<file path="src/rtl/counter_seq_arbiter.sv">
// Round-robin sequencer that shares one external loadable up-counter among NUM_REQ requesters.
// Optional macro CNTSEQ_PRIO0_EN gives requester 0 fixed top priority over the round-robin group.
module counter_seq_arbiter #(
    parameter int NUM_REQ = 4,
    parameter int WIDTH   = 8
) (
    input  logic                       clk,
    input  logic                       reset,
    input  logic [NUM_REQ-1:0]         req_valid,
    input  logic [NUM_REQ-1:0]         req_op,
    input  logic [NUM_REQ*WIDTH-1:0]   req_data,
    output logic [NUM_REQ-1:0]         req_ready,
    output logic                       cnt_load,
    output logic [WIDTH-1:0]           cnt_data,
    output logic                       cnt_en,
    input  logic [WIDTH-1:0]           cnt_q,
    output logic                       rsp_valid,
    output logic [$clog2(NUM_REQ)-1:0] rsp_id,
    output logic [WIDTH-1:0]           rsp_value,
    input  logic                       rsp_ready,
    output logic                       busy
);

    localparam int ID_W = $clog2(NUM_REQ);

    typedef enum logic [1:0] {
        S_IDLE,
        S_LOAD,
        S_COUNT,
        S_RESP
    } state_t;

    state_t             state, state_n;
    logic [ID_W-1:0]    rr_ptr;
    logic [ID_W-1:0]    op_id;
    logic [WIDTH-1:0]   op_data;
    logic               cap_valid;
    logic [WIDTH-1:0]   cap_value;

    logic [NUM_REQ-1:0] rr_valid;
    logic [ID_W-1:0]    cand;
    logic [ID_W-1:0]    win;
    logic               found;
    logic               rr_upd;
    logic               sel_op;
    logic [WIDTH-1:0]   sel_data;
    logic               accept;

    // Round-robin search starting just after the last winner
    always_comb begin
        rr_valid = req_valid;
        cand     = '0;
        win      = '0;
        found    = 1'b0;
        rr_upd   = 1'b0;
`ifdef CNTSEQ_PRIO0_EN
        rr_valid[0] = 1'b0;
`endif
        for (int unsigned k = 1; k <= NUM_REQ; k++) begin
            cand = ID_W'((32'(rr_ptr) + k) % NUM_REQ);
            if (!found && rr_valid[cand]) begin
                found  = 1'b1;
                win    = cand;
                rr_upd = 1'b1;
            end
        end
`ifdef CNTSEQ_PRIO0_EN
        if (req_valid[0]) begin
            found  = 1'b1;
            win    = '0;
            rr_upd = 1'b0;
        end
`endif
    end

    assign sel_op   = req_op[win];
    assign sel_data = req_data[int'(win)*WIDTH +: WIDTH];
    assign accept   = (state == S_IDLE) && found;

    always_comb begin
        state_n = state;
        case (state)
            S_IDLE: begin
                if (found) begin
                    if (sel_op)
                        state_n = S_LOAD;
                    else if (sel_data == '0)
                        state_n = S_RESP;
                    else
                        state_n = S_COUNT;
                end
            end
            S_LOAD:  state_n = S_RESP;
            S_COUNT: if (op_data == WIDTH'(1)) state_n = S_RESP;
            S_RESP:  if (rsp_ready) state_n = S_IDLE;
            default: state_n = S_IDLE;
        endcase
    end

    always_ff @(posedge clk) begin
        if (reset) begin
            state     <= S_IDLE;
            rr_ptr    <= ID_W'(NUM_REQ - 1);
            op_id     <= '0;
            op_data   <= '0;
            cap_valid <= 1'b0;
            cap_value <= '0;
        end else begin
            state <= state_n;
            if (accept) begin
                op_id   <= win;
                op_data <= sel_data;
                if (rr_upd)
                    rr_ptr <= win;
            end
            if (state == S_COUNT)
                op_data <= op_data - WIDTH'(1);
            // cnt_q is only final one edge after the last load/enable, i.e. in the first RESP cycle
            cap_valid <= (state == S_RESP) && (state_n == S_RESP);
            if (state == S_RESP && !cap_valid)
                cap_value <= cnt_q;
        end
    end

    always_comb begin
        req_ready = '0;
        cnt_load  = 1'b0;
        cnt_data  = '0;
        cnt_en    = 1'b0;
        rsp_valid = 1'b0;
        rsp_id    = '0;
        rsp_value = '0;
        busy      = (state != S_IDLE);
        case (state)
            S_IDLE:  if (found) req_ready[win] = 1'b1;
            S_LOAD: begin
                cnt_load = 1'b1;
                cnt_data = op_data;
            end
            S_COUNT: cnt_en = 1'b1;
            S_RESP: begin
                rsp_valid = 1'b1;
                rsp_id    = op_id;
                rsp_value = cap_valid ? cap_value : cnt_q;
            end
            default: ;
        endcase
    end

endmodule

</file>
<file path="config.mk">
export PLATFORM = sky130hd
export DESIGN_NAME = counter_seq_arbiter
export DESIGN_NICKNAME = d
export VERILOG_FILES = /design/src/rtl/counter_seq_arbiter.sv
export SDC_FILE = /design/constraint.sdc
export NUM_CORES = 1
export LEC_CHECK = 0
export ABC_AREA = 1
export BUFFER_PORTS_ARGS = -buffer_cell sky130_fd_sc_hd__buf_2
export CAP_MARGIN = 20
export CORE_UTILIZATION = 52
export CTS_CLUSTER_SIZE = 40
export DETAILED_ROUTE_END_ITERATION = 12
export PLACE_DENSITY = 0.95
export SYNTH_ARGS = -nofsm -noshare
export SYNTH_HDL_FRONTEND = slang
export SYNTH_SLANG_ARGS = --single-unit
</file>
<file path="constraint.sdc">
create_clock -name clk -period 3.1 [get_ports clk]
set_input_delay 0.465 -clock clk [delete_from_list [all_inputs] [get_ports clk]]
set_output_delay 0.465 -clock clk [all_outputs]
set_load 0.05 [all_outputs]
</file>
==> flow_summary.yaml <==
run_status:
  status: "complete, no violations"
synth:
  syn_nets: 377
  synth_seq_cells: 23
  syn_inst: 324
  synth_cell_type_count: 29
  yosysSeqAreaShare_pct: 24.26
  synth_area_um2: 1898
  ys_warn_count: 0
  postSynthAreaPerCell_um2: 5.858
global_route:
  antenna_found_initial: 0
  grt_max_degree: 23
  grt_usage_pct: 28.05
  grt-ovfl-total: 0
  grt_pass1_vias: 2207
  grt_pass1_wl_mm: 8.970
clock_network:
  clock_path_buffers: 2
  root_buffer: "clkbuf_4"
  cts_buffers: 3
  cts.sinks: 23
  cts.hold.buffers_added: 0
  clk_latency_ns: 0.32
  htree_levels: 1
  clkTransAtPathRegs_ns: 0.14
  cts_tree: "yes"
routing:
  drt_pass1_iterations: 5
  wl_mm: 5.161
  vias: 2329
  via_per_inst: 5.305
  drtAntennaViolNets: 0
  drt_iter0_markers: 115
  wire_per_inst_um: 11.76
  post-route-drc-count: 0
setup_path:
  crit_required_ns: 2.63
  rr_worst_depth: 19
  end_kind: "output pin"
  r2r_start: "rr_ptr[1]"
  arrival_ns: 2.36
  start_kind: "flop"
  worstSetupStartpoint: "rr_ptr[1]"
  crit_type: "reg -> out"
  cp_max_fo: 11
timing:
  slew_viol_final: 0
  worst_slew_pin_slew_ns: 0.5956
  fin_ws_ns: 0.2771
  setup_viol: 0
  skew_ns: 0.004997
  final_hold_viol_count: 0
  period_needed_ns: 2.823
  fmax_ghz: 0.3542
  rsz0062_at_grt: "false"
  period_share_pct: 91.06
  max-slew-margin-rel_pct: 60.15
  fin_setup_tns_ns: 0
hold_path:
  whs_path_depth: 2
  hold_path.class: "in -> reg"
  min-delay-start: "rsp_ready"
flow_run:
  drv_cap: 0
floorplanning:
  pin_count: 77
  fp.dieH_um: 62.42
  core_um2: 3416
  rows: 21
  initial_core_util_pct: 55.57
  fp.dieArea_um2: 3896
  die_x_um: 62.42
placement:
  dpl_worst_slack_ns: 0.5026
  gp_congestion: 0.9083
  io_buffers: 76
  hpwl_mm: 4.032
layout:
  drive_gt1_share_pct: 27.48
  layout_common_cells: "nand2_1, buf_2, nand3_1"
  diodes: 0
  layout_commonest_cell: "nand2_1"
  final_nets: 447
  multi_input_area_um2: 1225
  area_delta_synth_final_pct: 20.90
  regArea_um2: 461.7
  fillers: 332
pwr:
  vdd_ir_drop_max_v: 0.0006412
  powerDensity_nw_per_um2: 1216
  p_leak_nw: 1.264
## metal layers
layer | vias to the layer above | track usage [%] | part of all wire, %
met3 | 8 | 4.745 | 7.2
met5 | - | 0 | 0
li1 | 1186 | - | -
met2 | 104 | 49.46 | 47
met1 | 1031 | 33.56 | 44
met4 | 0 | 11.05 | 1.6
## per-stage QoR
stage / util (%) / cells / total power, W / area [um2] / hold WS (ns)
global placement: 66.34 / 435 / 0.002567 / 2266 / 0.4489
CTS: 67.14 / 439 / 0.002766 / 2293 / 0.2921
finish: 67.18 / 439 / 0.002790 / 2295 / 0.2989
detailed placement: 66.34 / 435 / 0.002611 / 2266 / 0.4546
floorplan: - / 324 / 0.002283 / 1898 / 0.4400
global route: 67.18 / 439 / 0.003070 / 2295 / 0.3051
## synth_stat cells
cell	number	area share [%]
nand2_1	108	21
nand3_1	61	16
inv_1	28	5.5
nor2_1	27	5.3
dfxtp_1	23	24
a21oi_1	14	3.7
nand2_2	12	4.0
a31oi_1	5	1.6
buf_2	5	1.3
inv_2	5	0.99
o21ai_0	5	1.3
buf_6	3	1.8
clkbuf_1	3	0.59
nor3_1	3	0.79
a211oi_1	2	0.79
buf_4	2	0.79
ha_1	2	1.3
nand3_4	2	1.8
nor2_2	2	0.66
o211ai_1	2	0.79
xor2_1	2	0.92
a21oi_4	1	0.86
clkinv_1	1	0.20
nand2_4	1	0.59
nand3_2	1	0.53
nor2_8	1	1.1
nor4_1	1	0.33
o21a_1	1	0.40
o21ai_1	1	0.26
## sequential cells by signal (all words and copies together), names as in the netlist
signal,cells
rr_ptr,2
op_data,8
state,2
op_id,2
cap_valid,1
cap_value,8
## final cells by class
class	count	share of cell area, %
multi-input combinational	254	53.38
sequential	23	20.12
timing repair buffer	78	17.23
inverter	34	5.562
tap	46	2.508
clock buffer	3	0.9815
clock inverter	1	0.2181
## report_power, final
part / switching (W) / internal, W / total (W)
Clock: 0.0000968 / 0.0000483 / 0.000145
Sequential: 0.0000814 / 0.000384 / 0.000466
Combinational: 0.00154 / 0.000643 / 0.00218
## worst paths after layout
check | end | slack, ns
worst max-delay path | req_ready[3] | 0.28
worst min-delay path | cap_valid | 0.30
worst max register to register | state[0] | 0.68
worst min register to register | cap_value[5] | 0.47
## kinds of logic after synthesis
logic type	after synthesis	synth area share, %
buf+inv	47	11.21
fa+ha+maj	2	1.318
simple gates	219	52.54
flops	23	24.26
xor+xnor	2	0.9230
compound gates	31	9.756
## critical path: stages, from the launching register on
cell and delay, ns:
dfxtp_1 0.51, inv_2 0.14, nand2_2 0.08, nand2_2 0.07
nand2_1 0.09, inv_1 0.04, o21ai_1 0.18, nand2_2 0.10
nand2_1 0.07, nand2_1 0.23, nor3_1 0.23, buf_2 0.30
## timing repair
item / 4_1_cts / 5_1_grt
gates resized for setup: 0 / 1
setup buffers: 0 / 0
endpoints found under the setup margin: 0 / 4
Power figures use the tool's default switching activity.
